### config.mk
export PLATFORM = sky130hd
export DESIGN_NAME = router_pkt_tx_flat
export DESIGN_NICKNAME = d
export VERILOG_FILES = /design/src/rtl/router_pkt_tx_if.sv /design/src/rtl/router_pkt_tx.sv /design/src/flat_wrapper.sv
export SDC_FILE = /design/constraint.sdc
export NUM_CORES = 1
export LEC_CHECK = 0
export ABC_AREA = 0
export CORE_AREA = 4 4 207 209
export DETAILED_ROUTE_END_ITERATION = 6
export DIE_AREA = 0 0 211 213
export GPL_TIMING_DRIVEN = 0
export PLACE_DENSITY = 0.75
export SLEW_MARGIN = 20
export SYNTH_ARGS = -nofsm -noshare
export SYNTH_HDL_FRONTEND = slang
export SYNTH_SLANG_ARGS = --single-unit
export TNS_END_PERCENT = 1
### constraint.sdc
create_clock -name i_clock -period 2.8 [get_ports i_clock]
set_input_delay 0.42 -clock i_clock [delete_from_list [all_inputs] [get_ports i_clock]]
set_output_delay 0.42 -clock i_clock [all_outputs]
set_load 0.01 [all_outputs]
### src/rtl/router_pkt_tx_if.sv
// Host/router signal bundle for router_pkt_tx. slave = packet source view, master = host/router view.
// ROUTER_TX_PARITY_INJ_EN adds the inj_parity control.
interface router_pkt_tx_if;
    logic       wr_en;
    logic [7:0] wr_data;
    logic [6:0] buf_count;
    logic       buf_full;
    logic       start;
    logic [1:0] dest_addr;
    logic       start_ready;
    logic       start_err;
    logic [7:0] pkt_data;
    logic       pkt_valid;
    logic       busy;
    logic       err;
    logic       pkt_done;
    logic       pkt_err;
`ifdef ROUTER_TX_PARITY_INJ_EN
    logic       inj_parity;
`endif

    modport slave (
`ifdef ROUTER_TX_PARITY_INJ_EN
        input  inj_parity,
`endif
        input  wr_en, wr_data, start, dest_addr, busy, err,
        output buf_count, buf_full, start_ready, start_err,
        output pkt_data, pkt_valid, pkt_done, pkt_err
    );

    modport master (
`ifdef ROUTER_TX_PARITY_INJ_EN
        output inj_parity,
`endif
        output wr_en, wr_data, start, dest_addr, busy, err,
        input  buf_count, buf_full, start_ready, start_err,
        input  pkt_data, pkt_valid, pkt_done, pkt_err
    );
endinterface

### src/rtl/router_pkt_tx.sv
// Router ingress packet source: buffers payload, sends header/payload/parity, reports router err.
// Optional feature macro: ROUTER_TX_PARITY_INJ_EN (inverts the parity byte when inj_parity is set at start).
module router_pkt_tx #(
    parameter int unsigned MAX_LEN    = 63,
    parameter int unsigned GAP_CYCLES = 2
) (
    input logic             i_clock,
    input logic             i_reset,
    router_pkt_tx_if.slave  bus
);
    localparam logic [6:0] MAX_CNT  = 7'(MAX_LEN);
    localparam logic [7:0] GAP_LAST = 8'(GAP_CYCLES - 1);

    typedef enum logic [2:0] {
        S_IDLE,
        S_HEADER,
        S_PAYLOAD,
        S_PARITY,
        S_GAP
    } state_t;

    state_t     r_state, w_state_nxt;
    logic [7:0] r_buf [MAX_LEN];
    logic [6:0] r_count, w_count_nxt;
    logic [5:0] r_len, w_len_nxt;
    logic [5:0] r_rdptr, w_rdptr_nxt;
    logic [7:0] r_parity, w_parity_nxt;
    logic [7:0] r_pkt_data, w_pkt_data_nxt;
    logic       r_pkt_valid, w_pkt_valid_nxt;
    logic       r_start_err, w_start_err_nxt;
    logic       r_pkt_done, w_pkt_done_nxt;
    logic       r_pkt_err, w_pkt_err_nxt;
    logic [7:0] r_gap_cnt, w_gap_cnt_nxt;
    logic       w_wr;
    logic [7:0] w_hdr;
    logic [7:0] w_rd_byte;
    logic [7:0] w_par_out;
`ifdef ROUTER_TX_PARITY_INJ_EN
    logic       r_inj, w_inj_nxt;
`endif

    assign w_hdr     = {r_count[5:0], bus.dest_addr};
    assign w_rd_byte = r_buf[r_rdptr];
`ifdef ROUTER_TX_PARITY_INJ_EN
    assign w_par_out = r_parity ^ {8{r_inj}};
`else
    assign w_par_out = r_parity;
`endif

    always_comb begin
        w_state_nxt     = r_state;
        w_count_nxt     = r_count;
        w_len_nxt       = r_len;
        w_rdptr_nxt     = r_rdptr;
        w_parity_nxt    = r_parity;
        w_pkt_data_nxt  = r_pkt_data;
        w_pkt_valid_nxt = r_pkt_valid;
        w_start_err_nxt = 1'b0;
        w_pkt_done_nxt  = 1'b0;
        w_pkt_err_nxt   = r_pkt_err;
        w_gap_cnt_nxt   = r_gap_cnt;
        w_wr            = 1'b0;
`ifdef ROUTER_TX_PARITY_INJ_EN
        w_inj_nxt       = r_inj;
`endif
        case (r_state)
            S_IDLE: begin
                // start has priority over a same-cycle write
                if (bus.start) begin
                    if (bus.dest_addr == 2'b11 || r_count == '0) begin
                        w_start_err_nxt = 1'b1;
                    end else begin
                        w_state_nxt     = S_HEADER;
                        w_len_nxt       = r_count[5:0];
                        w_rdptr_nxt     = '0;
                        w_parity_nxt    = w_hdr;
                        w_pkt_data_nxt  = w_hdr;
                        w_pkt_valid_nxt = 1'b1;
                        w_pkt_err_nxt   = 1'b0;
`ifdef ROUTER_TX_PARITY_INJ_EN
                        w_inj_nxt       = bus.inj_parity;
`endif
                    end
                end else if (bus.wr_en && r_count != MAX_CNT) begin
                    w_wr        = 1'b1;
                    w_count_nxt = r_count + 7'd1;
                end
            end
            S_HEADER: begin
                if (!bus.busy) begin
                    w_state_nxt    = S_PAYLOAD;
                    w_pkt_data_nxt = w_rd_byte;
                    w_parity_nxt   = r_parity ^ w_rd_byte;
                    w_rdptr_nxt    = r_rdptr + 6'd1;
                end
            end
            S_PAYLOAD: begin
                // parity already holds every loaded byte once the pointer reaches len
                if (!bus.busy) begin
                    if (r_rdptr == r_len) begin
                        w_state_nxt     = S_PARITY;
                        w_pkt_valid_nxt = 1'b0;
                        w_pkt_data_nxt  = w_par_out;
                    end else begin
                        w_pkt_data_nxt = w_rd_byte;
                        w_parity_nxt   = r_parity ^ w_rd_byte;
                        w_rdptr_nxt    = r_rdptr + 6'd1;
                    end
                end
            end
            S_PARITY: begin
                w_pkt_err_nxt = r_pkt_err | bus.err;
                w_gap_cnt_nxt = '0;
                w_state_nxt   = S_GAP;
            end
            S_GAP: begin
                w_pkt_err_nxt = r_pkt_err | bus.err;
                if (r_gap_cnt >= GAP_LAST && !bus.busy) begin
                    w_state_nxt    = S_IDLE;
                    w_pkt_done_nxt = 1'b1;
                    w_count_nxt    = '0;
                end else if (r_gap_cnt < GAP_LAST) begin
                    w_gap_cnt_nxt = r_gap_cnt + 8'd1;
                end
            end
            default: w_state_nxt = S_IDLE;
        endcase
    end

    always_ff @(posedge i_clock) begin
        if (i_reset) begin
            r_state     <= S_IDLE;
            r_count     <= '0;
            r_len       <= '0;
            r_rdptr     <= '0;
            r_parity    <= '0;
            r_pkt_data  <= '0;
            r_pkt_valid <= 1'b0;
            r_start_err <= 1'b0;
            r_pkt_done  <= 1'b0;
            r_pkt_err   <= 1'b0;
            r_gap_cnt   <= '0;
`ifdef ROUTER_TX_PARITY_INJ_EN
            r_inj       <= 1'b0;
`endif
        end else begin
            r_state     <= w_state_nxt;
            r_count     <= w_count_nxt;
            r_len       <= w_len_nxt;
            r_rdptr     <= w_rdptr_nxt;
            r_parity    <= w_parity_nxt;
            r_pkt_data  <= w_pkt_data_nxt;
            r_pkt_valid <= w_pkt_valid_nxt;
            r_start_err <= w_start_err_nxt;
            r_pkt_done  <= w_pkt_done_nxt;
            r_pkt_err   <= w_pkt_err_nxt;
            r_gap_cnt   <= w_gap_cnt_nxt;
`ifdef ROUTER_TX_PARITY_INJ_EN
            r_inj       <= w_inj_nxt;
`endif
        end
    end

    always_ff @(posedge i_clock) begin
        if (w_wr) begin
            r_buf[r_count[5:0]] <= bus.wr_data;
        end
    end

    assign bus.buf_count   = r_count;
    assign bus.buf_full    = (r_count == MAX_CNT);
    assign bus.start_ready = (r_state == S_IDLE);
    assign bus.start_err   = r_start_err;
    assign bus.pkt_data    = r_pkt_data;
    assign bus.pkt_valid   = r_pkt_valid;
    assign bus.pkt_done    = r_pkt_done;
    assign bus.pkt_err     = r_pkt_err;
endmodule

### src/flat_wrapper.sv
// flat-port wrapper written by rule: the top's interface ports become plain ports
module router_pkt_tx_flat 
#(
    parameter int unsigned MAX_LEN    = 63,
    parameter int unsigned GAP_CYCLES = 2
)
  (i_clock, i_reset, bus_wr_en, bus_wr_data, bus_start, bus_dest_addr, bus_busy, bus_err, bus_buf_count, bus_buf_full, bus_start_ready, bus_start_err, bus_pkt_data, bus_pkt_valid, bus_pkt_done, bus_pkt_err);
  router_pkt_tx_if bus_i ();
  input logic i_clock;
  input logic i_reset;
  input wire logic [$bits(bus_i.wr_en)-1:0] bus_wr_en;
  input wire logic [$bits(bus_i.wr_data)-1:0] bus_wr_data;
  input wire logic [$bits(bus_i.start)-1:0] bus_start;
  input wire logic [$bits(bus_i.dest_addr)-1:0] bus_dest_addr;
  input wire logic [$bits(bus_i.busy)-1:0] bus_busy;
  input wire logic [$bits(bus_i.err)-1:0] bus_err;
  output wire logic [$bits(bus_i.buf_count)-1:0] bus_buf_count;
  output wire logic [$bits(bus_i.buf_full)-1:0] bus_buf_full;
  output wire logic [$bits(bus_i.start_ready)-1:0] bus_start_ready;
  output wire logic [$bits(bus_i.start_err)-1:0] bus_start_err;
  output wire logic [$bits(bus_i.pkt_data)-1:0] bus_pkt_data;
  output wire logic [$bits(bus_i.pkt_valid)-1:0] bus_pkt_valid;
  output wire logic [$bits(bus_i.pkt_done)-1:0] bus_pkt_done;
  output wire logic [$bits(bus_i.pkt_err)-1:0] bus_pkt_err;
  assign bus_i.wr_en = bus_wr_en;
  assign bus_i.wr_data = bus_wr_data;
  assign bus_i.start = bus_start;
  assign bus_i.dest_addr = bus_dest_addr;
  assign bus_i.busy = bus_busy;
  assign bus_i.err = bus_err;
  assign bus_buf_count = bus_i.buf_count;
  assign bus_buf_full = bus_i.buf_full;
  assign bus_start_ready = bus_i.start_ready;
  assign bus_start_err = bus_i.start_err;
  assign bus_pkt_data = bus_i.pkt_data;
  assign bus_pkt_valid = bus_i.pkt_valid;
  assign bus_pkt_done = bus_i.pkt_done;
  assign bus_pkt_err = bus_i.pkt_err;
  router_pkt_tx #(.MAX_LEN(MAX_LEN), .GAP_CYCLES(GAP_CYCLES)) u_core (.i_clock(i_clock), .i_reset(i_reset), .bus(bus_i));
endmodule
==> results.yml, run 1 <==
layout:
  stdcell_count: 2078
  seq_area_um2: 16300
  mostFrequentLayoutCell: "edfxtp_1"
  final.fill_count: 2740
  design_area_um2: 26500
  multi_input_area_um2: 6690
  area_delta_synth_final_pct: 17.2
  nets: 1526
  final_cell_mix: "edfxtp_1 (504), mux2i_1 (121), nand2_1 (77), mux4_2 (65)"
  antennaDiodeCount: 0
  drive_above_1_share: 0.228
  final_core_util: 0.649
synthesis:
  yosysWarnings: 0
  ys_types: 63
  synthFlopType: "edfxtp_1"
  synthArstFlopShare: 0
  synth_seq_area_share: 0.718
  ys_ff_latch: 560
  avgSynthCellArea_um2: 16.2
  syn_nets: 1415
  synth_edf_count: 504
  synthesis.area_um2: 22600
  synth_cells: 1393
route:
  routed_wirelength_mm: 59.4
  vias: 13700
  ant_nets: 0
  wl_per_cell_um: 28.6
  drc: 0
  vias_per_cell: 6.60
  drt_pre_antenna_iters: 6
  dr.first_iter.drc_count: 1967
placed_design:
  place_area_um2: 23700
  hpwl_mm: 37.9
  io_buffer_count: 35
  globalplace.congestion: 0.949
  dpl.cell_count: 1965
job:
  maxCapViolations: 0
cts:
  cts.path.max_buffers: 3
  ctsHoldBuffers: 0
  cts_root_buf: "clkbuf_16"
  cts.sinks: 560
  htreeDepth: 2
  numCtsBuffers: 54
  clk_pin_slew_ns: 0.06
  clock_latency_ns: 0.61
  cts_tree: "yes"
timing:
  finClkSkew_ns: 0.0190
  finalHoldViolations: 0
  rsz0062_at_grt: "yes"
  fin_crit_ns: 2.90
  slew_headroom: 0.188
  hold_slack_ns: 0.316
  maxClockFrequency_mhz: 345
  min_period_over_period: 1.03
  setup_viol: 5
  tightest_slew_ns: 1.22
  worst_slack_ns: -0.0950
  drv_slew: 0
setup_path:
  cp-end-kind: "flop"
  crit_fanout: 10
  required_ns: 3.26
  critPathLaunchType: "flop"
  crit_type: "reg2reg"
  arrival_ns: 3.36
floorplanning:
  die_y_um: 213
  row_count: 74
  core_area_um2: 40800
  boundaryPins: 37
  die_w_um: 211
  dieArea_um2: 44900
  initial_utilization: 0.554
hold_path:
  hp-class: "in2reg"
pwr:
  power_density_nw_per_um2: 647
  power_mw: 17.1
  ir_drop_v: 0.000561
  leakage_nw: 8.25
global_routing:
  antenna_found_initial: 1
  grt_max_degree: 64
  grt_pass1_vias: 13400
  grt_usage: 0.263
  grt_pass1_wl_mm: 86.9
  overflow: 0
outcome:
  violations: "setup timing"
  status: "finished, violations left"
flip-flops by register name, indices dropped and copies added, names as in the netlist, named ones only:
| signal | flops |
|---|---|
| u_core.bus.pkt_data | 8 |
| u_core.r_state | 3 |
| u_core.r_rdptr | 6 |
| u_core.bus.pkt_valid | 1 |
| u_core.r_len | 6 |
| u_core.bus.pkt_err | 1 |
| u_core.r_buf | 504 |
| u_core.r_parity | 8 |
| u_core.r_gap_cnt | 8 |
| u_core.bus.buf_count | 7 |
| u_core.bus.pkt_done | 1 |
| u_core.bus.start_err | 1 |
power breakdown:
group	internal [mW]	leakage [nW]	switching, mW	total [mW]
sequential	9.13	4.98	0.0272	9.16
clock	3.98	0.843	3.08	7.06
combinational	0.339	2.43	0.588	0.927
worst paths after layout:
check	slack, ns	endpoint	cells past startpoint	from
hold reg to reg	0.47	u_core.r_len[0]	2	u_core.r_len[0]
setup / recovery	-0.1	u_core.r_parity[3]	10	flop
hold / removal	0.32	u_core.r_buf[41][4]	1	bus_wr_data[4]
setup reg to reg	-0.1	u_core.r_parity[3]	10	flop
kinds of logic after synthesis:
| logic type | after synthesis | share of synthesized area |
|---|---|---|
| flip-flops | 560 | 0.718 |
| AND/OR/NAND/NOR | 302 | 0.0612 |
| AO/OA/AOI/OAI | 226 | 0.0713 |
| multiplexers | 190 | 0.120 |
| buffers and inverters | 92 | 0.0190 |
| XOR/XNOR | 16 | 0.00619 |
| adder cells (fa/ha/maj) | 7 | 0.00376 |
synth_stat cells, types with 8 or more instances:
library cell | instances | share of area
buf_4 | 12 | 0.0040
nor2b_1 | 19 | 0.0053
mux2i_1 | 122 | 0.054
a221oi_1 | 29 | 0.011
a31oi_1 | 11 | 0.0030
mux4_2 | 65 | 0.065
inv_1 | 12 | 0.0020
o211ai_1 | 9 | 0.0030
a22oi_1 | 21 | 0.0070
clkbuf_1 | 36 | 0.0060
dfxtp_1 | 56 | 0.050
o21ai_0 | 29 | 0.0064
edfxtp_1 | 504 | 0.67
buf_1 | 10 | 0.0017
nand3_1 | 29 | 0.0064
nor3_1 | 13 | 0.0029
nand2_1 | 84 | 0.014
nand4_1 | 12 | 0.0033
a21oi_1 | 61 | 0.013
a211o_1 | 9 | 0.0035
xnor2_1 | 9 | 0.0035
nor2_1 | 105 | 0.017
buf_2 | 20 | 0.0044
and3_1 | 8 | 0.0022
final cells by class:
type / count / share of cell area
Tap cell: 532 / 0.0251
Timing Repair Buffer: 57 / 0.0224
Inverter: 12 / 0.00179
Buffer: 78 / 0.0213
Sequential cell: 560 / 0.613
Clock inverter: 29 / 0.00864
Multi-Input combinational cell: 741 / 0.252
Clock buffer: 69 / 0.0554
critical path: stages (launching register included):
cell      delay, ns
dfxtp_1        0.37
buf_6          0.24
buf_6          0.24
buf_4          0.28
mux2i_1        0.12
a221oi_1       0.45
o21ai_0        0.25
o211ai_1       0.22
buf_4          0.21
mux2i_1        0.23
o221ai_1       0.12
metal layers:
metal / global-route usage / vias to the layer above / wire length [um]
met1: 0.368 / 6914 / 22800
met5: 0 / - / 0
met4: 0.117 / 0 / 2820
met3: 0.0619 / 174 / 6520
li1: - / 5753 / -
met2: 0.401 / 875 / 27300
metrics by stage:
step                      setup TNS (ns)  worst slack (ns)
after floorplan                        0             0.138
after global placement           -600.82             -1.06
after detailed placement         -483.54             -1.13
after CTS                          -2.05           -0.0598
after global routing               -1.19            -0.115
final                             -0.191           -0.0950
timing repair:
action | 4_1_cts | 5_1_grt
setup buffers | 13 | 4
pin swaps | 12 | 7
cloned | 0 | 0
setup endpoints to repair | 533 | 352
resized for setup | 208 | 52
Power figures use the tool's default switching activity.
==> run 2, diff against run 1 <==
Settings changed: CAP_MARGIN set to 10, CORE_AREA 4 4 207 209 to 4 4 265 163, DIE_AREA 0 0 211 213 to 0 0 269 167, HOLD_SLACK_MARGIN set to 0.03.
==> results.yml, run 2 (same netlist as run 1, synthesis figures left out) <==
cts:
  cts_tree: "yes"
  cts.sinks: 560
  clk_pin_slew_ns: 0.07
  clock_latency_ns: 0.59
  ctsHoldBuffers: 0
  htreeDepth: 2
  cts.path.max_buffers: 3
  cts_root_buf: "clkbuf_16"
  numCtsBuffers: 48
hold_path:
  min_from: "bus_wr_data[7]"
  hp-class: "in2reg"
route:
  maxUsedRoutingLayer: "met4"
  drc: 0
  routedLengthMet1_mm: 25.2
  drt_pre_antenna_iters: 6
  wl_met2_mm: 26.7
  route.met3.wl_mm: 8.35
  routed_wirelength_mm: 61.4
  wl_per_cell_um: 29.6
  vias: 14000
  vias_per_cell: 6.74
  dr.first_iter.drc_count: 2289
  ant_nets: 0
timing:
  slew_headroom: 0.210
  fin_tns_setup_ns: -0.0257
  rsz0062_at_grt: "yes"
  drv_slew: 0
  tightest_slew_ns: 1.18
  min_period_over_period: 1.01
  worst_slack_ns: -0.0257
  maxClockFrequency_mhz: 354
  setup_viol: 1
  finalHoldViolations: 0
  fin_crit_ns: 2.83
  finClkSkew_ns: 0.0139
setup_path:
  crit_type: "reg2reg"
  cp-end-kind: "flop"
  crit_start: "u_core.bus.buf_count[0]"
  reg2reg_to: "u_core.r_parity[7]"
  ff2ff_path_depth: 10
  r2r_start: "u_core.bus.buf_count[0]"
  worstSetupEndpoint: "u_core.r_parity[7]"
  required_ns: 3.27
  crit_fanout: 9
  critPathLaunchType: "flop"
  arrival_ns: 3.30
  regToRegSetupSlack_ns: -0.03
pwr:
  clockPowerShare: 0.392
  p_comb_frac: 0.059
  leakage_nw: 8.24
  power_mw: 16.7
  p_switching_mw: 3.65
  power_density_nw_per_um2: 625
  ir_drop_v: 0.000529
  swShare: 0.219
  p_int_mw: 13.0
  pwr-share-seq: 0.549
layout:
  nets: 1534
  stdcell_count: 2075
  largest_reg_flops: 504
  area_delta_synth_final_pct: 17.9
  final_cell_mix: "edfxtp_1 (504), mux2i_1 (108), nand2_1 (80), mux4_2 (65), a21oi_1 (61)"
  final.fill_count: 2651
  antennaDiodeCount: 0
  drive_above_1_share: 0.231
  mostFrequentLayoutCell: "edfxtp_1"
placed_design:
  dpl.cell_count: 1963
  io_buffer_count: 35
  dp_slack_ns: -1.46
  globalplace.congestion: 0.956
  hpwl_mm: 39.9
floorplanning:
  boundaryPins: 37
  die_w_um: 269
  dieArea_um2: 44900
  core_area_um2: 40400
  initial_utilization: 0.560
  die_y_um: 167
  row_count: 57
job:
  maxCapViolations: 0
outcome:
  violations: "setup timing"
  status: "finished, violations left"
global_routing:
  grt_pass1_wl_mm: 89.5
  grt_max_degree: 64
  grt_usage: 0.271
  grt_pass1_vias: 13400
  antenna_found_initial: 1
  overflow: 0
-- run 2: cell types whose count changed in the layout (fill, tap and decap cells not counted), moves of 5 or more --
cell       change
mux2i_1       -13
buf_6          -6
clkinv_1       -7
a221oi_2      -13
buf_12        +14
a221oi_1      +13
a311oi_4       +8
a311oi_2       -8
clkbuf_16      -5
mux2i_2        +9
-- run 2: repair_timing --
item / in CTS / in global routing
resized for setup: 215 / 77
pin swaps: 17 / 14
cloned: 0 / 1
buffers inserted: 24 / 9
setup endpoints to repair: 532 / 209
-- run 2: how the worst min path moves through the flow --
stage                     cells after the start  slack [ns]                  end
after floorplan                               2        0.45  u_core.r_gap_cnt[1]
after global placement                        2        0.45   u_core.bus.pkt_err
after detailed placement                      2        0.47      u_core.r_len[3]
after CTS                                     1        0.32  u_core.r_buf[42][7]
after global routing                          1        0.36  u_core.r_buf[42][7]
final                                         1        0.34  u_core.r_buf[10][7]
-- run 2: metrics by stage --
step / area [um^2] / hold slack, ns / util
6_report: 26700 / 0.344 / 0.660
5_1_grt: 26700 / 0.356 / 0.660
4_1_cts: 26400 / 0.324 / 0.652
3_5_place_dp: 23700 / 0.465 / 0.587
3_3_place_gp: 23600 / 0.452 / 0.585
2_1_floorplan: 22600 / 0.449 / -
-- run 2: cell type report --
cell class,instances,area [um^2],area share
flip-flops and latches,560,16300,0.609
multi-input cells,741,6760,0.253
clock buffers,60,1280,0.0479
repair buffers,73,830,0.0311
well taps,531,664,0.0249
plain buffers,76,624,0.0234
clock inverters,22,224,0.00839
inverters,12,52.6,0.00197
-- run 2: metal layers --
metal  vias to the layer above  track usage
met1                      7099        0.421
met3                       120       0.0787
met4                         0       0.0506
met2                       998        0.387
met5                         -            0
li1                       5771            -
-- run 2: power groups by stage --
stage               Combinational, mW  Sequential (mW)  Clock (mW)
finish                          0.990             9.16        6.54
global route                     1.03             9.15        6.94
CTS                             0.904             9.15        6.57
detailed placement              0.813             9.33           0
global placement                0.786             9.35           0
floorplan                       0.410             9.34           0
-- run 2: critical path, stage by stage, from the launching register on --
cell and delay (ns):
dfxtp_2 0.34, buf_8 0.14, inv_6 0.07, ha_1 0.15, or4b_4 0.49, o311ai_4 0.37, or4_4 0.27, o221a_4 0.28
nor2_2 0.04, mux2_4 0.26, a211o_1 0.29
==> run 3, diff against run 2 <==
Settings changed: CORE_AREA 4 4 265 163 to 2 2 263 161, CTS_CLUSTER_DIAMETER set to 50, DIE_AREA 0 0 269 167 to 0 0 265 163.
==> results.yml, run 3 (same netlist as run 1, synthesis figures left out) <==
outcome:
  status: "finished, violations left"
  violations: "DRC, setup timing"
timing:
  fin_crit_ns: 2.90
  worst_slack_ns: -0.0962
  finClkSkew_ns: 0.0181
  maxClockFrequency_mhz: 345
  setup_viol: 3
  finalHoldViolations: 0
  min_period_over_period: 1.03
  slew_headroom: 0.199
  hold_slack_ns: 0.350
  fin_tns_setup_ns: -0.170
  tightest_slew_ns: 1.20
  drv_slew: 0
  rsz0062_at_grt: "yes"
setup_path:
  crit_type: "reg2reg"
  critPathTopFamily: "compound AO/OA/AOI/OAI gates"
  crit_cells: 10
  cp-end-kind: "flop"
  crit_buf_inv: 3
  arrival_ns: 3.31
  ff2ff_path_depth: 10
  critPathMaxStageDelay_ns: 0.39
  slowest_stage: "dfxtp_1"
  crit_fanout: 10
  critPathLaunchType: "flop"
  regToRegSetupSlack_ns: -0.1
  critical_path.cell_chain: "buf_6, buf_6, mux2i_1, nand2_1, a32o_1, a221oi_1, o211ai_1, buf_4, mux2i_1, o221ai_1"
  required_ns: 3.21
cts:
  cts.sinks: 560
  cts_tree: "yes"
  cts.path.max_buffers: 3
  clk_pin_slew_ns: 0.07
  htreeDepth: 2
  clock_latency_ns: 0.57
  cts_root_buf: "clkbuf_16"
  ctsHoldBuffers: 0
  numCtsBuffers: 48
route:
  routed_wirelength_mm: 61.5
  vias: 13900
  wl_per_cell_um: 29.4
  drt_pre_antenna_iters: 7
  vias_per_cell: 6.67
  dr.first_iter.drc_count: 2250
  ant_nets: 0
  drc: 2
layout:
  mostFrequentLayoutCell: "edfxtp_1"
  antennaDiodeCount: 0
  drive_above_1_share: 0.232
  final_cell_mix: "edfxtp_1 (504), mux2i_1 (113), nand2_1 (80), mux4_2 (65)"
  area_delta_synth_final_pct: 17.5
  largest_reg_flops: 504
  final.fill_count: 2775
  stdcell_count: 2089
  nets: 1536
pwr:
  power_mw: 16.6
  leakage_nw: 8.23
  ir_drop_v: 0.000599
  power_density_nw_per_um2: 623
floorplanning:
  initial_utilization: 0.551
  dieArea_um2: 43200
  row_count: 58
  die_w_um: 265
  core_area_um2: 41100
  boundaryPins: 37
  die_y_um: 163
placed_design:
  dpl.cell_count: 1972
  dp_slack_ns: -1.10
  io_buffer_count: 35
  globalplace.congestion: 0.968
  hpwl_mm: 40.1
global_routing:
  grt_pass1_vias: 13000
  overflow: 0
  grt_max_degree: 64
  grt_usage: 0.284
  antenna_found_initial: 0
  grt_pass1_wl_mm: 88.3
hold_path:
  hp-class: "in2reg"
  whs_path_depth: 1
job:
  maxCapViolations: 0
-- run 3: cell count changes in the layout (fill, tap and decap cells not counted), sizes merged --
| cell | delta |
|---|---|
| inv | -1 |
| clkinvlp | +1 |
| clkdlybuf4s15 | -1 |
| clkinv | +2 |
| clkbuf | +4 |
-- run 3: per-stage QoR --
stage / area [um^2] / utilization
finish: 26600 / 0.647
global route: 26600 / 0.647
CTS: 26200 / 0.639
detailed placement: 23700 / 0.577
global placement: 23700 / 0.576
floorplan: 22600 / -
-- run 3: cell type report --
cell class | instances | area, um^2 | area share
buffer | 77 | 603 | 0.0227
clock buffer | 61 | 1270 | 0.0478
clock inverter | 24 | 190 | 0.00715
inverter | 12 | 47.5 | 0.00179
multi-input combinational | 741 | 6730 | 0.253
sequential | 560 | 16300 | 0.611
tap | 540 | 676 | 0.0254
timing repair buffer | 74 | 810 | 0.0304
-- run 3: power breakdown --
group	internal [mW]	leakage, nW	switching (mW)
combinational	0.354	2.54	0.607
sequential	9.13	4.99	0.0281
clock	3.48	0.701	2.96
total	13.0	8.23	3.59
-- run 3: routing by layer --
layer  GRT usage  share of wire  vias up
li1            -              -     5782
met1       0.436           0.42     6993
met2       0.378           0.40     1045
met3       0.120           0.16      107
met4      0.0580          0.021        2
met5           0        0.00067        -
-- run 3: repair_timing --
action / CTS / global route
resized for setup: 199 / 94
endpoints found under the setup margin: 534 / 338
setup buffers: 26 / 8
gates cloned: 0 / 1
pin swaps: 20 / 16
-- run 3: path summary, 6_finish.rpt --
path	start	end
worst min-delay path	bus_wr_data[0]	u_core.r_buf[22][0]
worst max register to register	flop	u_core.r_parity[1]
worst min register to register	u_core.r_len[4]	u_core.r_len[4]
worst max-delay path	flop	u_core.r_parity[1]
